==> src/rtl/mem_arbiter_pkg.sv <==
// Shared types and helpers for the memory-port arbiter: FSM state encoding
// and the beat-counter width derived from the line size.
package mem_arb_pkg;

  typedef enum logic [1:0] {
    IDLE = 2'd0,
    I_RD = 2'd1,
    D_RD = 2'd2,
    D_WR = 2'd3
  } arb_state_e;

  // Width of a counter that indexes the words of one cache line.
  function automatic int beat_w(input int line_words);
    return (line_words > 1) ? $clog2(line_words) : 1;
  endfunction

endpackage

==> src/rtl/mem_arbiter_if.sv <==
// Bundle of the I-cache, D-cache and memory-port signals around mem_arbiter.
// The slave modport is the arbiter's view; master is the surrounding system.
interface mem_arbiter_if #(
  parameter int WORD_WIDTH = 16,
  parameter int ADDR_WIDTH = 16,
  parameter int LINE_WORDS = 4
);
  // I-cache refill path
  logic                             i_readM;
  logic [ADDR_WIDTH-1:0]            i_address;
  logic [WORD_WIDTH*LINE_WORDS-1:0] i_data;
  logic                             complete1;
  // D-cache refill / write-back path
  logic                             d_readM;
  logic                             d_writeM;
  logic [ADDR_WIDTH-1:0]            d_address;
  logic [WORD_WIDTH*LINE_WORDS-1:0] d_wdata;
  logic [WORD_WIDTH*LINE_WORDS-1:0] d_data;
  logic                             complete2;
  // Off-chip memory port
  logic                             mem_read;
  logic                             mem_write;
  logic [ADDR_WIDTH-1:0]            mem_address;
  logic [WORD_WIDTH-1:0]            mem_wdata;
  logic [WORD_WIDTH-1:0]            mem_rdata;
  logic                             mem_ack;

  modport slave (
    input  i_readM, i_address, d_readM, d_writeM, d_address, d_wdata,
           mem_rdata, mem_ack,
    output i_data, complete1, d_data, complete2,
           mem_read, mem_write, mem_address, mem_wdata
  );

  modport master (
    output i_readM, i_address, d_readM, d_writeM, d_address, d_wdata,
           mem_rdata, mem_ack,
    input  i_data, complete1, d_data, complete2,
           mem_read, mem_write, mem_address, mem_wdata
  );

endinterface

==> src/rtl/mem_arbiter_line_buffer.sv <==
// Line assembly for read bursts (slot-indexed word capture, per-side line hold)
// and word selection from the latched write-back line.
module line_buffer
  import mem_arb_pkg::*;
#(
  parameter  int WORD_WIDTH = 16,
  parameter  int LINE_WORDS = 4,
  localparam int BW         = beat_w(LINE_WORDS)
) (
  input  logic                             clk,
  input  logic                             reset,
  input  logic                             load_w_i,
  input  logic [WORD_WIDTH*LINE_WORDS-1:0] wline_i,
  input  logic                             wr_en_i,
  input  logic [BW-1:0]                    slot_i,
  input  logic [WORD_WIDTH-1:0]            word_i,
  input  logic                             commit_i_i,
  input  logic                             commit_d_i,
  output logic [WORD_WIDTH-1:0]            wword_o,
  output logic [WORD_WIDTH*LINE_WORDS-1:0] i_line_o,
  output logic [WORD_WIDTH*LINE_WORDS-1:0] d_line_o
);

  typedef logic [LINE_WORDS-1:0][WORD_WIDTH-1:0] line_t;

  line_t acc_q, acc_d;
  line_t wline_q;
  line_t i_line_q;
  line_t d_line_q;

  // NOTE: acc_d gets its default before the conditional write so every path assigns it and no latch is inferred.
  always_comb begin
    acc_d = acc_q;
    if (wr_en_i) acc_d[slot_i] = word_i;
  end

  // NOTE: the line holders are plain flops rather than a RAM array, so they can be cleared on reset.
  always_ff @(posedge clk) begin
    if (reset) begin
      acc_q    <= '0;
      wline_q  <= '0;
      i_line_q <= '0;
      d_line_q <= '0;
    end else begin
      // NOTE: non-blocking assignments so every flop updates from pre-edge values.
      acc_q <= acc_d;
      if (load_w_i)   wline_q  <= wline_i;
      // Commit includes the word arriving with the final ack.
      if (commit_i_i) i_line_q <= acc_d;
      if (commit_d_i) d_line_q <= acc_d;
    end
  end

  assign wword_o  = wline_q[slot_i];
  assign i_line_o = i_line_q;
  assign d_line_o = d_line_q;

endmodule

==> src/rtl/mem_arbiter.sv <==
// Shares one memory port between I-cache refills and D-cache refills/write-backs,
// running each grant as a LINE_WORDS-beat burst with a one-cycle completion pulse.
module mem_arbiter
  import mem_arb_pkg::*;
#(
  parameter int WORD_WIDTH = 16,
  parameter int ADDR_WIDTH = 16,
  parameter int LINE_WORDS = 4
) (
  input  logic          clk,
  input  logic          reset,
  mem_arbiter_if.slave  bus
);

  localparam int                    BW        = beat_w(LINE_WORDS);
  localparam logic [BW-1:0]         LAST_BEAT = BW'(LINE_WORDS - 1);
  localparam logic [ADDR_WIDTH-1:0] OFFS_MASK = ADDR_WIDTH'(LINE_WORDS - 1);

  arb_state_e            state_q, state_d;
  logic [BW-1:0]         beat_q, beat_d;
  logic [ADDR_WIDTH-1:0] base_q, base_d;
  logic                  cpl1_q, cpl1_d;
  logic                  cpl2_q, cpl2_d;
  logic                  grant_w;
  logic                  beat_ack;
  logic                  last_ack;
  logic [WORD_WIDTH-1:0] wword;

  assign beat_ack = bus.mem_ack && (state_q != IDLE);
  assign last_ack = beat_ack && (beat_q == LAST_BEAT);

  always_ff @(posedge clk) begin
    if (reset) begin
      state_q <= IDLE;
      beat_q  <= '0;
      base_q  <= '0;
      cpl1_q  <= 1'b0;
      cpl2_q  <= 1'b0;
    end else begin
      state_q <= state_d;
      beat_q  <= beat_d;
      base_q  <= base_d;
      cpl1_q  <= cpl1_d;
      cpl2_q  <= cpl2_d;
    end
  end

  always_comb begin
    state_d = state_q;
    beat_d  = beat_q;
    base_d  = base_q;
    cpl1_d  = 1'b0;
    cpl2_d  = 1'b0;
    grant_w = 1'b0;
    case (state_q)
      IDLE: begin
        beat_d = '0;
        // A side whose complete is high is still holding its old request; skip it.
        if (bus.d_writeM && !cpl2_q) begin
          state_d = D_WR;
          base_d  = bus.d_address & ~OFFS_MASK;
          grant_w = 1'b1;
        end else if (bus.d_readM && !cpl2_q) begin
          state_d = D_RD;
          base_d  = bus.d_address & ~OFFS_MASK;
        end else if (bus.i_readM && !cpl1_q) begin
          state_d = I_RD;
          base_d  = bus.i_address & ~OFFS_MASK;
        end
      end
      default: begin
        if (beat_ack) begin
          beat_d = beat_q + 1'b1;
          if (beat_q == LAST_BEAT) begin
            state_d = IDLE;
            cpl1_d  = (state_q == I_RD);
            cpl2_d  = (state_q != I_RD);
          end
        end
      end
    endcase
  end

  line_buffer #(
    .WORD_WIDTH (WORD_WIDTH),
    .LINE_WORDS (LINE_WORDS)
  ) u_line_buffer (
    .clk        (clk),
    .reset      (reset),
    .load_w_i   (grant_w),
    .wline_i    (bus.d_wdata),
    .wr_en_i    (beat_ack && (state_q != D_WR)),
    .slot_i     (beat_q),
    .word_i     (bus.mem_rdata),
    .commit_i_i (last_ack && (state_q == I_RD)),
    .commit_d_i (last_ack && (state_q == D_RD)),
    .wword_o    (wword),
    .i_line_o   (bus.i_data),
    .d_line_o   (bus.d_data)
  );

  assign bus.mem_read    = (state_q == I_RD) || (state_q == D_RD);
  assign bus.mem_write   = (state_q == D_WR);
  assign bus.mem_address = base_q + ADDR_WIDTH'(beat_q);
  assign bus.mem_wdata   = (state_q == D_WR) ? wword : '0;
  assign bus.complete1   = cpl1_q;
  assign bus.complete2   = cpl2_q;

endmodule

==> src/flat_wrapper.sv <==
// flat-port wrapper written by rule: the top's interface ports become plain ports
module mem_arbiter_flat import mem_arb_pkg::*;
#(
  parameter int WORD_WIDTH = 16,
  parameter int ADDR_WIDTH = 16,
  parameter int LINE_WORDS = 4
)
  (clk, reset, bus_i_readM, bus_i_address, bus_d_readM, bus_d_writeM, bus_d_address, bus_d_wdata, bus_mem_rdata, bus_mem_ack, bus_i_data, bus_complete1, bus_d_data, bus_complete2, bus_mem_read, bus_mem_write, bus_mem_address, bus_mem_wdata);
  mem_arbiter_if #(.WORD_WIDTH(WORD_WIDTH), .ADDR_WIDTH(ADDR_WIDTH), .LINE_WORDS(LINE_WORDS)) bus_i ();
  input  logic clk;
  input  logic reset;
  input wire logic [$bits(bus_i.i_readM)-1:0] bus_i_readM;
  input wire logic [$bits(bus_i.i_address)-1:0] bus_i_address;
  input wire logic [$bits(bus_i.d_readM)-1:0] bus_d_readM;
  input wire logic [$bits(bus_i.d_writeM)-1:0] bus_d_writeM;
  input wire logic [$bits(bus_i.d_address)-1:0] bus_d_address;
  input wire logic [$bits(bus_i.d_wdata)-1:0] bus_d_wdata;
  input wire logic [$bits(bus_i.mem_rdata)-1:0] bus_mem_rdata;
  input wire logic [$bits(bus_i.mem_ack)-1:0] bus_mem_ack;
  output wire logic [$bits(bus_i.i_data)-1:0] bus_i_data;
  output wire logic [$bits(bus_i.complete1)-1:0] bus_complete1;
  output wire logic [$bits(bus_i.d_data)-1:0] bus_d_data;
  output wire logic [$bits(bus_i.complete2)-1:0] bus_complete2;
  output wire logic [$bits(bus_i.mem_read)-1:0] bus_mem_read;
  output wire logic [$bits(bus_i.mem_write)-1:0] bus_mem_write;
  output wire logic [$bits(bus_i.mem_address)-1:0] bus_mem_address;
  output wire logic [$bits(bus_i.mem_wdata)-1:0] bus_mem_wdata;
  assign bus_i.i_readM = bus_i_readM;
  assign bus_i.i_address = bus_i_address;
  assign bus_i.d_readM = bus_d_readM;
  assign bus_i.d_writeM = bus_d_writeM;
  assign bus_i.d_address = bus_d_address;
  assign bus_i.d_wdata = bus_d_wdata;
  assign bus_i.mem_rdata = bus_mem_rdata;
  assign bus_i.mem_ack = bus_mem_ack;
  assign bus_i_data = bus_i.i_data;
  assign bus_complete1 = bus_i.complete1;
  assign bus_d_data = bus_i.d_data;
  assign bus_complete2 = bus_i.complete2;
  assign bus_mem_read = bus_i.mem_read;
  assign bus_mem_write = bus_i.mem_write;
  assign bus_mem_address = bus_i.mem_address;
  assign bus_mem_wdata = bus_i.mem_wdata;
  mem_arbiter #(.WORD_WIDTH(WORD_WIDTH), .ADDR_WIDTH(ADDR_WIDTH), .LINE_WORDS(LINE_WORDS)) u_core (.clk(clk), .reset(reset), .bus(bus_i));
endmodule
==> config.mk <==
export PLATFORM = sky130hd
export DESIGN_NAME = mem_arbiter_flat
export DESIGN_NICKNAME = d
export VERILOG_FILES = /design/src/rtl/mem_arbiter_pkg.sv /design/src/rtl/mem_arbiter_if.sv /design/src/rtl/mem_arbiter_line_buffer.sv /design/src/rtl/mem_arbiter.sv /design/src/flat_wrapper.sv
export SDC_FILE = /design/constraint.sdc
export NUM_CORES = 1
export LEC_CHECK = 0
export BUFFER_PORTS_ARGS = -buffer_cell sky130_fd_sc_hd__buf_2
export CAP_MARGIN = 10
export CORE_ASPECT_RATIO = 0.6
export CORE_MARGIN = 2
export CORE_UTILIZATION = 40
export DETAILED_ROUTE_END_ITERATION = 8
export GPL_TIMING_DRIVEN = 0
export SETUP_SLACK_MARGIN = 0.5
export SYNTH_ARGS = -nofsm -noshare
export SYNTH_HDL_FRONTEND = slang
export SYNTH_SLANG_ARGS = --single-unit
==> constraint.sdc <==
create_clock -name clk -period 6.3 [get_ports clk]
set_clock_uncertainty 0.15 [all_clocks]
set_input_delay 1.575 -clock clk [delete_from_list [all_inputs] [get_ports clk]]
set_output_delay 1.575 -clock clk [all_outputs]
set_load 0.03 [all_outputs]
== Word level (Yosys, flattened, before mapping) ==
Index checks and enable logic that the tools add are counted.

* Register bits: 278
* Latch bits: 0
* Memory bits (writable): 0
* Memory bits (read-only): 0
* Input bits: 118
* Logic and storage cells: 73
* Memories: 0

* $add $sub $neg: 2
* $mul: 0
* Divide/modulo/power cells: 0
* $lt $le $gt $ge: 2
* Equal/unequal tests: 7
* Shifts and indexed selects: 0
* Muxes and demuxes: 18
* Bitwise operators: 2
* Reduce and logical (&&, ||, !) cells: 21

{| class="wikitable"
|+ Operator list
! cell !! number
|-
| 16-bit two-way mux || 6
|-
| 64-bit bitwise mux || 1
|-
| 64-bit two-way mux || 1
|-
| 16-bit binary-select mux with 2-bit select || 1
|-
| 16-bit demux with 2-bit select || 1
|-
| 16-bit by 2-bit adder with 16-bit output || 1
|-
| 2-bit two-way mux || 6
|-
| 1-bit logical AND || 9
|-
| 2-bit == test (second input constant) || 3
|-
| 2-bit nonzero test || 3
|-
| 4-bit by 1-bit != test with 1-bit output (second input constant) || 1
|-
| 4-bit OR reduction || 1
|-
| 2-bit by 3-bit < comparator with 1-bit output (second input constant) || 1
|-
| 3-bit AND reduction || 1
|-
| 3-bit nonzero test || 1
|-
| 2-bit by 1-bit adder with 2-bit output (second input constant) || 1
|-
| 2-bit by 1-bit == test with 1-bit output (second input constant) || 1
|-
| 2-bit by 1-bit greater-or-equal comparator with 1-bit output (second input constant) || 1
|-
| 1-bit zero test || 2
|-
| 2-bit zero test || 1
|-
| 1-bit two-way mux || 2
|-
| 2-bit by 1-bit != test with 1-bit output (second input constant) || 1
|-
| 2-bit != test (second input constant) || 1
|-
| 1-bit NOT || 2
|-
| other kinds (3) || 3
|}

== Logic depth before layout (Yosys ltp) ==
* Depth after elaboration: 6
* Gate-level depth with buffers: 9
* Mapped depth without buffers: 5

== Modules after synthesis ==
Synthesis repeated with hierarchy kept, for this count alone.

* Cell total of the unflattened synthesis: 1004
* Area, all modules: 10392.5 um^2

{| class="wikitable"
|+ Modules (own cells, without submodules)
! module !! times used !! cells each !! area each (um^2)
|-
| line_buffer || 1 || 862 || 9116.2
|-
| mem_arbiter || 1 || 142 || 1276.2
|}

== Worst setup path before layout ==
No wires, ideal clock.

* Path kind: register -> output
* Start point: register u_core.beat_q[0]
* End point: output bus_mem_wdata[2]
* Data arrival time: 1.702 ns
* Required time: 4.575 ns
* Path slack: 2.873 ns
* Cell stages (with the launch flop): 5
* Buffers on the path: 2
* Cell sequence: dfxtp_1 > buf_4 > buf_6 > mux4_2 > and2_1

* Cells in the longest elaborated chain, start to end: 3

{| class="wikitable"
|+ RTL lines
! what !! line !! RTL
|-
| from (decl) || mem_arbiter.sv:20 || <nowiki>logic [BW-1:0] beat_q, beat_d;</nowiki>
|-
| from (signal assigned) || mem_arbiter.sv:41 || <nowiki>beat_q <= beat_d;</nowiki>
|-
| 16-bit binary-select mux with 2-bit select || mem_arbiter_line_buffer.sv:54 || <nowiki>assign wword_o = wline_q[slot_i];</nowiki>
|-
| 16-bit two-way mux (not written as such) || mem_arbiter_line_buffer.sv:54 ||
|-
| 16-bit two-way mux || mem_arbiter.sv:105 || <nowiki>assign bus.mem_wdata = (state_q == D_WR) ? wword : '0;</nowiki>
|-
| to (decl) || flat_wrapper.sv:27 || <nowiki>output wire logic [$bits(bus_i.mem_wdata)-1:0] bus_mem_wdata;</nowiki>
|}

No other way between the ends. The select of a mux whose other input is x is not followed.

== Worst setup path after layout ==
* Start point: register u_core.beat_q[0]
* End point: output bus_mem_wdata[3]

The elaborated chain is that of the path after synthesis.

==> flow_metrics.py <==
metrics = {
    "status": {
        "status": "finished clean",
    },
    "clock_tree": {
        "cts_hold_buf": 0,
        "clock_path_buffers": 3,
        "post_cts_resized": 0,
        "cts_setup_buffers": 0,
        "tritoncts": "done",
        "clock_sinks": 276,
        "numCtsBuffers": 27,
        "clk_pin_slew_ns": 0.07,
        "htree_levels": 1,
        "clock_latency_ns": 0.54,
        "clockRootBuffer": "clkbuf_16",
    },
    "route": {
        "vias": 9024,
        "totalWireLength_mm": 33.3,
        "viasPerCell": 5.21,
        "ant_nets": 0,
        "drc": 0,
        "drt-wirelength-per-cell_um": 19.2,
        "first_iter_violations": 785,
        "first_pass_iters": 5,
    },
    "worst_hold_path": {
        "min_path_cells": 2,
        "hp-class": "flip-flop to flip-flop",
    },
    "critical_path": {
        "critPathKind": "flip-flop to primary output",
        "cp_max_fo": 10,
        "rr_worst_depth": 9,
        "cp.required_ns": 4.58,
        "start_kind": "flip-flop",
        "cp.arrival_ns": 2.32,
        "r2r_setup_slack_ns": 3.71,
        "endpoint_kind": "primary output",
    },
    "synth": {
        "async_reset_ff_frac": 0,
        "synth_edf_count": 0,
        "netlist_instances": 1079,
        "synth-main-ff-cell": "dfxtp_1",
        "syn_area_per_cell_sq_um": 9.43,
        "yosysUniqueCellTypes": 33,
        "synth_nets": 1206,
        "syn_area_sq_um": 10200,
        "synth_top_cell_area_share": 0.543,
        "ys_seq_elements": 276,
        "yosysWarnings": 0,
        "synthTopCellsByArea": "dfxtp_1 (54%), a21oi_1 (9.4%), mux2i_1 (6.5%), o21ai_0 (6.3%), nand2_1 (5.8%)",
        "yosys.area.top_type": "dfxtp_1",
        "ys_seq_area_frac": 0.543,
    },
    "pwr": {
        "p_total_w": 0.00433,
        "powerDensity_nw_per_um2": 338,
        "ir_worst_vdd_v": 0.000207,
        "leakage_nw": 5.59,
    },
    "final_layout": {
        "multi_input_area_sq_um": 4100,
        "final_nets": 1511,
        "final_cell_mix": "buf_2 (312), dfxtp_1 (276), a21oi_1 (192), nand2_1 (157), o21ai_0 (128)",
        "area_delta_synth_final_pct": 26.1,
        "drive_gt1_frac": 0.275,
        "final_common_cell": "buf_2",
        "fillCellCount": 2361,
        "n_antenna_cell": 0,
        "seq_area_sq_um": 5530,
    },
    "timing": {
        "hold_viol_final": 0,
        "finalCritPeriodShare": 0.642,
        "tns_ns": 0,
        "max_freq_mhz": 247,
        "finalSetupViolations": 0,
        "grt_setup_unrepaired": "false",
        "period_minus_slack_ns": 4.04,
        "maxSlewViolCount": 0,
        "worstMarginPinSlew_ns": 0.790,
        "slew-limit-headroom": 0.473,
    },
    "grt": {
        "grt_pass1_vias": 8329,
        "grt_max_degree": 15,
        "grt_first_pass_wirelength_mm": 49.6,
        "antenna_found_initial": 0,
        "grt.overflow.total": 0,
        "globalRouteTotalUtil": 0.241,
    },
    "flow_run": {
        "max_cap_viol_count": 0,
    },
    "die": {
        "initial_core_util": 0.405,
        "design.core.area_sq_um": 25100,
        "die_x_um": 210,
        "row_count": 45,
        "fp.dieArea_sq_um": 26800,
        "io_pins": 282,
        "die_h_um": 128,
    },
    "placed_design": {
        "dp_hpwl_mm": 24.7,
        "place.gp.congestion": 0.891,
        "portBuffers": 276,
    },
}
layer usage:
metal | wire length [um] | up-vias | share of wire | track usage
li1 | - | 4348 | - | -
met1 | 17500 | 4345 | 0.53 | 0.391
met2 | 13000 | 300 | 0.39 | 0.328
met3 | 2270 | 31 | 0.068 | 0.0465
met4 | 488 | 0 | 0.015 | 0.0409
met5 | 0 | - | 0 | 0
layout make-up:
class                      instances  area share
tap                              329      0.0321
sequential                       276       0.431
timing repair buffer             276       0.108
multi-input combinational        700       0.320
inverter                           6     0.00176
buffer                            97      0.0411
clock buffer                      39      0.0616
clock inverter                     8     0.00546
final timing paths:
kind,start,endpoint
max,u_core.beat_q[0],bus_mem_wdata[3]
min,u_core.u_line_buffer.wline_q[24],u_core.u_line_buffer.wline_q[24]
max reg2reg,u_core.beat_q[1],u_core.u_line_buffer.d_line_o[8]
min reg2reg,u_core.u_line_buffer.wline_q[24],u_core.u_line_buffer.wline_q[24]
worst max-delay path: stages, from the launching register on:
cell,delay [ns]
dfxtp_1,0.43
buf_4,0.27
buf_6,0.21
mux4_2,0.50
and2_1,0.19
buf_2,0.18
synthesized netlist by cell type (2+ instances only):
cell and count:
and3b_1 2, ha_1 9, buf_2 36, o21ai_0 128
a21oi_1 192, mux2i_1 66, and2_1 17, nor2_1 64
and4b_1 2, a211oi_1 14, and4bb_1 4, clkbuf_1 48
dfxtp_1 276, mux4_2 16, buf_6 6, nand2_1 157
buf_12 4, a311oi_1 14, nor3_1 3, buf_4 2
nand3b_1 2, inv_1 6
flip-flops by register name, summed over array words and instances, names as in the netlist:
register                       flops
u_core.bus.complete1               1
u_core.u_line_buffer.d_line_o     64
u_core.u_line_buffer.wline_q      64
u_core.u_line_buffer.i_line_o     64
u_core.base_q                     14
u_core.u_line_buffer.acc_q        64
u_core.bus.complete2               1
u_core.beat_q                      2
u_core.state_q                     2
metrics by stage:
stage               cell area [sq um]  std cells  utilization  hold slack [ns]  worst slack (ns)
finish                          12800       1731        0.511            0.305              2.26
global route                    12800       1731        0.511            0.322              2.16
CTS                             12800       1731        0.511            0.305              2.21
detailed placement              12000       1684        0.477            0.296              2.66
global placement                12000       1684        0.477            0.291              2.69
floorplan                       10200       1079            -            0.283              2.87
kinds of logic after synthesis:
| family | after synthesis | synth area share |
|---|---|---|
| adder cells (fa/ha/maj) | 9 | 0.0111 |
| AO/OA/AOI/OAI | 355 | 0.185 |
| XOR/XNOR | 1 | 0.000861 |
| AND/OR/NAND/NOR | 253 | 0.105 |
| flip-flops | 276 | 0.543 |
| multiplexers | 82 | 0.100 |
| buffers and inverters | 103 | 0.0540 |
where the power goes:
group | switching [W] | internal, W | total [W] | leakage (nW)
combinational | 0.000518 | 0.000291 | 0.000809 | 2.93
clock | 0.000688 | 0.000908 | 0.00160 | 0.423
sequential | 0.0000630 | 0.00186 | 0.00193 | 2.24
total | 0.00127 | 0.00306 | 0.00433 | 5.59
(Power assumes the default switching activity.)
